===== config.mk =====
export PLATFORM = sky130hd
export DESIGN_NAME = password_unlocker
export DESIGN_NICKNAME = d
export VERILOG_FILES = /design/src/rtl/password_unlocker.sv
export SDC_FILE = /design/constraint.sdc
export NUM_CORES = 1
export LEC_CHECK = 0
export ABC_CLOCK_PERIOD_IN_PS = 2990
export CAP_MARGIN = 20
export CORE_ASPECT_RATIO = 1.1
export CORE_UTILIZATION = 46
export DETAILED_ROUTE_END_ITERATION = 10
export PLACE_DENSITY = 0.79
export RECOVER_POWER = 100
export SLEW_MARGIN = 15
export SYNTH_ARGS = -nofsm -noshare
export SYNTH_HDL_FRONTEND = slang
export SYNTH_SLANG_ARGS = --single-unit

===== constraint.sdc =====
create_clock -name clk -period 2.99 [get_ports clk]
set_clock_uncertainty 0.2 [all_clocks]
set_input_delay 0.598 -clock clk [delete_from_list [all_inputs] [get_ports clk]]
set_output_delay 0.598 -clock clk [all_outputs]
set_load 0.02 [all_outputs]

===== src/rtl/password_unlocker.sv =====
// password_unlocker
//    Entry-side controller for the password lock. Latches the switch entry on a
//    check press and presents it to password_checker with a one-cycle is_check
//    strobe, consuming the checker's match result in that same cycle. Counts
//    consecutive failures, enforces a timed lockout after MAX_TRIES failures and
//    holds the unlocked state until a relock press.
//
//    Optional build macro: AUTO_RELOCK_EN -- when defined, UNLOCKED also ends
//    automatically after RELOCK_CYCLES cycles.
//
// Ports
//    clk            in   system clock, rising edge
//    reset          in   asynchronous, active-high
//    check_btn      in   synchronised level; rising edge submits an attempt
//    relock_btn     in   synchronised level; rising edge relocks
//    sw[15:0]       in   entered password
//    has_pass       in   a password is stored in the checker
//    match          in   checker result, valid while is_check=1
//    inserted_pass  out  latched entry presented to the checker
//    is_check       out  one-cycle compare strobe
//    unlocked       out  access granted
//    locked_out     out  lockout active
//    fail_count     out  consecutive failures so far
//    lockout_remain out  lockout cycles left, 0 outside lockout
module password_unlocker #(
   parameter int unsigned MAX_TRIES      = 3,
   parameter int unsigned LOCKOUT_CYCLES = 50_000_000,
   parameter int unsigned RELOCK_CYCLES  = 250_000_000
) (
   input  logic                                clk,
   input  logic                                reset,
   input  logic                                check_btn,
   input  logic                                relock_btn,
   input  logic [15:0]                         sw,
   input  logic                                has_pass,
   input  logic                                match,
   output logic [15:0]                         inserted_pass,
   output logic                                is_check,
   output logic                                unlocked,
   output logic                                locked_out,
   output logic [$clog2(MAX_TRIES+1)-1:0]      fail_count,
   output logic [$clog2(LOCKOUT_CYCLES)-1:0]   lockout_remain
);

   localparam int unsigned FW = $clog2(MAX_TRIES + 1);
   localparam int unsigned LW = $clog2(LOCKOUT_CYCLES);
   localparam logic [FW-1:0] LAST_FAIL = FW'(MAX_TRIES - 1);
   localparam logic [LW-1:0] LOCK_LOAD = LW'(LOCKOUT_CYCLES - 1);

   if (MAX_TRIES < 1 || LOCKOUT_CYCLES < 2 || RELOCK_CYCLES < 2) begin : g_param_check
      $error("password_unlocker: parameter out of range");
   end

   typedef enum logic [1:0] {
      IDLE,
      CHECK,
      UNLOCKED,
      LOCKOUT
   } state_t;

   state_t state, state_next;

   logic check_prev, relock_prev;
   logic check_edge, relock_edge;

   assign check_edge  = check_btn  & ~check_prev;
   assign relock_edge = relock_btn & ~relock_prev;

`ifdef AUTO_RELOCK_EN
   localparam int unsigned RW = $clog2(RELOCK_CYCLES);
   localparam logic [RW-1:0] RELOCK_LOAD = RW'(RELOCK_CYCLES - 1);
   logic [RW-1:0] relock_timer;
`endif

   always_comb begin
      state_next = state;
      is_check   = 1'b0;
      unlocked   = 1'b0;
      locked_out = 1'b0;
      case (state)
         IDLE: begin
            if (check_edge) state_next = has_pass ? CHECK : UNLOCKED;
         end
         CHECK: begin
            is_check = 1'b1;
            if (match)                        state_next = UNLOCKED;
            else if (fail_count >= LAST_FAIL) state_next = LOCKOUT;
            else                              state_next = IDLE;
         end
         UNLOCKED: begin
            unlocked = 1'b1;
            if (relock_edge) state_next = IDLE;
`ifdef AUTO_RELOCK_EN
            else if (relock_timer == '0) state_next = IDLE;
`endif
         end
         LOCKOUT: begin
            locked_out = 1'b1;
            if (lockout_remain == '0) state_next = IDLE;
         end
         default: state_next = IDLE;
      endcase
   end

   always_ff @(posedge clk or posedge reset) begin
      if (reset) state <= IDLE;
      else       state <= state_next;
   end

   // Button history resets high so a button held through reset is not an edge.
   always_ff @(posedge clk or posedge reset) begin
      if (reset) begin
         check_prev     <= 1'b1;
         relock_prev    <= 1'b1;
         inserted_pass  <= '0;
         fail_count     <= '0;
         lockout_remain <= '0;
      end else begin
         check_prev  <= check_btn;
         relock_prev <= relock_btn;
         if (state == IDLE && check_edge && has_pass) inserted_pass <= sw;
         if (state == CHECK) begin
            if (match) begin
               fail_count <= '0;
            end else if (fail_count >= LAST_FAIL) begin
               fail_count     <= '0;
               lockout_remain <= LOCK_LOAD;
            end else begin
               fail_count <= fail_count + FW'(1);
            end
         end
         if (state == LOCKOUT && lockout_remain != '0)
            lockout_remain <= lockout_remain - LW'(1);
      end
   end

`ifdef AUTO_RELOCK_EN
   always_ff @(posedge clk or posedge reset) begin
      if (reset) begin
         relock_timer <= '0;
      end else if (state != UNLOCKED && state_next == UNLOCKED) begin
         relock_timer <= RELOCK_LOAD;
      end else if (state == UNLOCKED) begin
         if (state_next != UNLOCKED) relock_timer <= '0;
         else                        relock_timer <= relock_timer - RW'(1);
      end
   end
`endif

endmodule


==> impl_metrics.ini, run 1 <==
[drt]
dr.pass1.iters = 4
viasPerCell = 5.76
wl_met2_um = 2420
avgRoutedWirePerCell_um = 14.9
dr_total_vias = 1882
drc = 0
drt-total-wl_um = 4870
route.antenna.remaining_nets = 0
wirelength_met1_um = 2100
dr.max_layer_used = met4
met3WireLength_um = 334
first_iter_violations = 67

[floorplanning]
coreArea_um2 = 4650
fp-row-count = 26
start_util_pct = 48.1
die-height_um = 75.2
dieWidth_um = 68.5
die-area_um2 = 5150
pin_count = 69

[power]
power_mw = 2.83
ir_drop_uv = 439
power.density_nw_per_um2 = 929
leakagePower_nw = 1.22

[synth]
synth_top_area_share_pct = 51.4
ys_seq_area_share_pct = 53.8
synthMuxAreaShare_pct = 9.84
synthXorXnorAreaFrac_pct = 0
syn_area_per_cell_um2 = 11.3
synthAdderAreaFrac_pct = 0.559
ys_ff_latch = 48
synth_top_cell_by_area = dfrtp_1
synth_area_leaders = dfrtp_1 (51%), mux2_2 (8.0%), nor2_1 (3.0%)
synthSimpleGateAreaFrac_pct = 16.5
syn-cell-area_um2 = 2240
synth_edf_count = 0
async_reset_ff_share_pct = 100
synth_compound_area_share_pct = 16.6
ys_warn_count = 0
synth_ff_type = dfrtp_1
ys_types = 45
synth_top_family_by_area = compound AO/OA/AOI/OAI gates
syn_inst = 198
synth_fp_nets = 221

[timing]
holdWs_ns = 0.299
worst_pin_slew_ns = 0.857
rsz0062_at_grt = false
final.min_clock_period_ns = 2.78
drv_slew = 0
finalHoldViolCount = 0
setup-violations-final = 0
relSlewSlack_pct = 42.9
fmax_mhz = 360
fin_crit_sh_pct = 92.9
fin_tns_setup_ns = 0

[critical_path]
worstSetupEndpointType = flip-flop
r2r_cells = 8
r2r_setup_slack_ns = 0.21
worst-path-max-fanout = 6
r2r_start = lockout_remain[0]
max_stage_delay_ns = 0.55
start_kind = flip-flop
crit_chain = inv_1 > ha_1 > or4b_1 > nor4_4 > clkbuf_1 > a31oi_1 > and3_1 > o21ai_0
timing.rr.end = lockout_remain[25]
cp_slowest_cell = or4b_1
crit_type = reg -> reg
crit_start = lockout_remain[0]
critPathRequiredTime_ns = 3.02
cp_data_arrival_time_ns = 2.80
crit_end = lockout_remain[25]

[cts]
cts_buffers = 5
ctsHoldBuffers = 0
cts.sinks = 48
cts_tree = built
htreeDepth = 2
clk_pin_slew_worst_paths_ns = 0.08
clock-root-buffer = clkbuf_8
cts_buffer_depth = 2
clkLatencyLatePin_ns = 0.30

[finish]
layout_commonest_cell = dlygate4sd3_1
fin_nets = 293
multiInputGateArea_um2 = 972
drive_above_1_share_pct = 11.1
final-seq-area_um2 = 1200
num_antenna_cells = 0
fill_cells = 408
most-common-layout-cells = dlygate4sd3_1 (51), dfrtp_1 (46), nor2_1 (18), clkdlybuf4s50_1 (17), mux2_2 (16)
syn2layout_area_growth_pct = 36.2

[global_routing]
grt_start_max_net_pins = 21
grt_use_total_pct = 21.5
antenna_found_initial = 0
grt_pass1_wl_um = 8200
grt_pass1_vias = 1811
grt-ovfl-total = 0

[place]
dp_hpwl_um = 3520
place_congestion = 0.805
io_buffers = 68

[run_status]
outcome = complete, no violations

[worst_hold_path]
hold_class = reg -> reg

[run]
max-cap-violations = 0
[sequential cells by signal, summed over array words and instances, names as in the netlist]
register and flops:
check_prev 1, fail_count 2, inserted_pass 16, lockout_remain 26, relock_prev 1, state 2
[synthesized netlist by cell type (2+ instances only)]
cell type and instances:
a211oi_1 8, a21oi_1 7, a311oi_1 2, a31oi_1 8, a41oi_1 2, and2_1 2, and3_1 2, buf_2 3
clkbuf_1 4, dfrtp_1 46, dfstp_2 2, inv_1 5, mux2_2 16, mux2i_1 4, nand2_1 7, nand2b_1 4
nand3_1 6, nor2_1 18, nor3_1 9, o211ai_1 2, o21ai_0 7, o311ai_0 3, o41ai_1 4, or3_1 4
or4_1 3
[worst min path at each step]
stage                  startpoint                 end  slack (ns)  cells past startpoint
2_1_floorplan            state[0]            state[0]        0.39                      2
3_3_place_gp   lockout_remain[11]  lockout_remain[11]        0.28                      1
3_5_place_dp     inserted_pass[8]    inserted_pass[8]        0.29                      1
4_1_cts        lockout_remain[11]  lockout_remain[11]        0.30                      1
5_1_grt        lockout_remain[11]  lockout_remain[11]        0.32                      1
6_report       lockout_remain[18]  lockout_remain[18]        0.30                      1
[critical path: cells and delay by family, from the launching register on]
| kind | cells | cell delay (ns) |
|---|---|---|
| AOI/OAI and AO/OA | 2 | 0.33 |
| DFF | 1 | 0.43 |
| and+or+nand+nor | 3 | 1.16 |
| adders and majority gates | 1 | 0.26 |
| buffers and inverters | 2 | 0.32 |
[report_power, final]
group	internal, mW	total, mW	switching [mW]
clock network	0.167	0.375	0.209
logic	0.608	1.28	0.675
registers	0.912	1.17	0.261
[layer usage]
| metal | vias to the layer above | GRT usage, % |
|---|---|---|
| li1 | 898 | - |
| met3 | 4 | 8.64 |
| met4 | 0 | 6.25 |
| met1 | 923 | 25.0 |
| met5 | - | 0 |
| met2 | 57 | 36.1 |
[repair_timing]
item,in CTS,in global routing
endpoints found under the setup margin,0,3
resized for setup,0,1
buffers inserted,0,0
[final cells by class]
cell class	instances	area share, %
well taps	56	2.30
clock buffers	8	2.63
inverters	5	0.616
repair buffers	73	23.1
flip-flops and latches	48	39.5
multi-input cells	137	31.9
[through the flow]
step | cell area (µm²) | std cells | util, % | setup slack (ns)
floorplan | 2240 | 198 | - | 0.293
global placement | 2990 | 319 | 64.2 | 0.292
detailed placement | 2990 | 319 | 64.2 | 0.160
CTS | 3070 | 327 | 65.9 | 0.116
global route | 3050 | 327 | 65.5 | 0.0497
finish | 3050 | 327 | 65.5 | 0.211
[cells by family after synthesis]
| kind of cell | Yosys count |
|---|---|
| simple gates | 66 |
| compound gates | 50 |
| flops | 48 |
| mux | 20 |
| buf+inv | 13 |
| fa+ha+maj | 1 |
(Power assumes the default switching activity.)
==> run 2, diff against run 1 <==
CAP_MARGIN = 0   (was 20)
CORE_UTILIZATION = 48   (was 46)
CTS_BUF_LIST = sky130_fd_sc_hd__clkbuf_4 sky130_fd_sc_hd__clkbuf_8   (was not set)
PLACE_DENSITY = 0.82   (was 0.79)
==> impl_metrics.ini, run 2 (synthesis gave the netlist of run 1 again) <==
[global_routing]
grt_pass1_vias = 1804
grt_use_total_pct = 21.5
antenna_found_initial = 0
grt_pass1_wl_um = 7960
grt_start_max_net_pins = 49
grt-ovfl-total = 0

[drt]
drc = 0
dr.pass1.iters = 4
avgRoutedWirePerCell_um = 14.8
drt-total-wl_um = 4770
route.antenna.remaining_nets = 0
first_iter_violations = 130
dr_total_vias = 1883
viasPerCell = 5.83

[critical_path]
r2r_setup_slack_ns = 0.21
cp_data_arrival_time_ns = 2.80
critPathRequiredTime_ns = 3.01
worstSetupEndpointType = flip-flop
crit_type = reg -> reg
start_kind = flip-flop
worst-path-max-fanout = 9

[finish]
most-common-layout-cells = dlygate4sd3_1 (51), dfrtp_1 (46), nor2_1 (18), clkdlybuf4s50_1 (17), mux2_2 (16)
top_regs = lockout_remain (26), inserted_pass (16)
syn2layout_area_growth_pct = 36.7
final-seq-area_um2 = 1200
layout_commonest_cell = dlygate4sd3_1
fill_cells = 361
drive_above_1_share_pct = 12.6
top_register = lockout_remain
multiInputGateArea_um2 = 983
largest_register_ffs = 26
fin_nets = 291
num_antenna_cells = 0

[power]
leakagePower_nw = 1.23
ir_drop_uv = 486
power.density_nw_per_um2 = 929

[timing]
finalHoldViolCount = 0
rsz0062_at_grt = false
final.min_clock_period_ns = 2.78
fmax_mhz = 359
drv_slew = 0
setup-violations-final = 0
holdWs_ns = 0.302
fin_crit_sh_pct = 93.0
worst_pin_slew_ns = 1.16
fin_tns_setup_ns = 0
relSlewSlack_pct = 22.8

[cts]
clkLatencyLatePin_ns = 0.30
clock-root-buffer = clkbuf_8
clk_pin_slew_worst_paths_ns = 0.08
cts_tree = built
cts_buffer_depth = 2
cts_buffers = 5
cts_setup_buffers = 0
cts.sinks = 48
htreeDepth = 2

[run]
max-cap-violations = 0

[floorplanning]
fp-row-count = 25
start_util_pct = 51.1
pin_count = 69
die-height_um = 73.6
die-area_um2 = 4940
coreArea_um2 = 4380
dieWidth_um = 67.1

[run_status]
outcome = complete, no violations

[place]
place_congestion = 0.813
io_buffers = 68
dp_hpwl_um = 3450

[worst_hold_path]
hold_class = reg -> reg
run 2: power breakdown:
group	internal [mW]	switching (mW)	total [mW]
registers	0.912	0.262	1.17
clock network	0.185	0.205	0.390
logic	0.607	0.671	1.28
run 2: cell type report:
class                   count  share of cell area [%]
flip-flops and latches     48                    39.3
multi-input cells         137                    32.1
repair buffers             71                    22.7
clock buffers               6                    2.70
well taps                  54                    2.21
inverters                   5                   0.613
clock inverters             2                   0.327
run 2: what timing repair did:
action	CTS	global route
hold buffers	0	0
gates resized for setup	0	1
setup endpoints to repair	0	1
run 2: critical path: stages (launching register included):
cell,delay [ns]
dfrtp_1,0.45
or4_1,0.71
or2_0,0.46
a311oi_4,0.55
a211oi_1,0.15
a31oi_1,0.18
run 2: layer usage:
metal  track usage (%)  vias to the layer above  wire length (µm)
met5                 0                        -                 0
met4              9.22                        0                87
met3              6.99                       10               397
met2              35.4                       70              2280
met1              25.6                      906              2000
li1                  -                      897                 -
run 2: final timing paths:
check                                       start            endpoint  cells past startpoint
worst min-delay path             inserted_pass[1]    inserted_pass[1]                      1
max in group asynchronous                   reset   inserted_pass[12]                      3
worst max-delay path            lockout_remain[8]  lockout_remain[23]                      5
min in group asynchronous                   reset    inserted_pass[7]                      3
worst max register to register  lockout_remain[8]  lockout_remain[23]                      5
worst min register to register   inserted_pass[1]    inserted_pass[1]                      1
run 2: per-stage QoR:
stage / cells / total power [mW] / instance area, µm² / utilization [%] / setup WS, ns
5_1_grt: 323 / 3.04 / 3060 / 69.9 / 0.0499
6_report: 323 / 2.84 / 3060 / 69.9 / 0.208
3_3_place_gp: 315 / 2.54 / 2980 / 68.1 / 0.313
3_5_place_dp: 315 / 2.58 / 2980 / 68.1 / 0.187
4_1_cts: 323 / 2.98 / 3070 / 70.2 / 0.177
2_1_floorplan: 198 / 1.89 / 2240 / - / 0.293
==> run 3, diff against run 2 <==
SLEW_MARGIN = not set   (was 15)
==> results of run 3 <==
The final DEF is identical to that of run 2; final timing and power are the same.
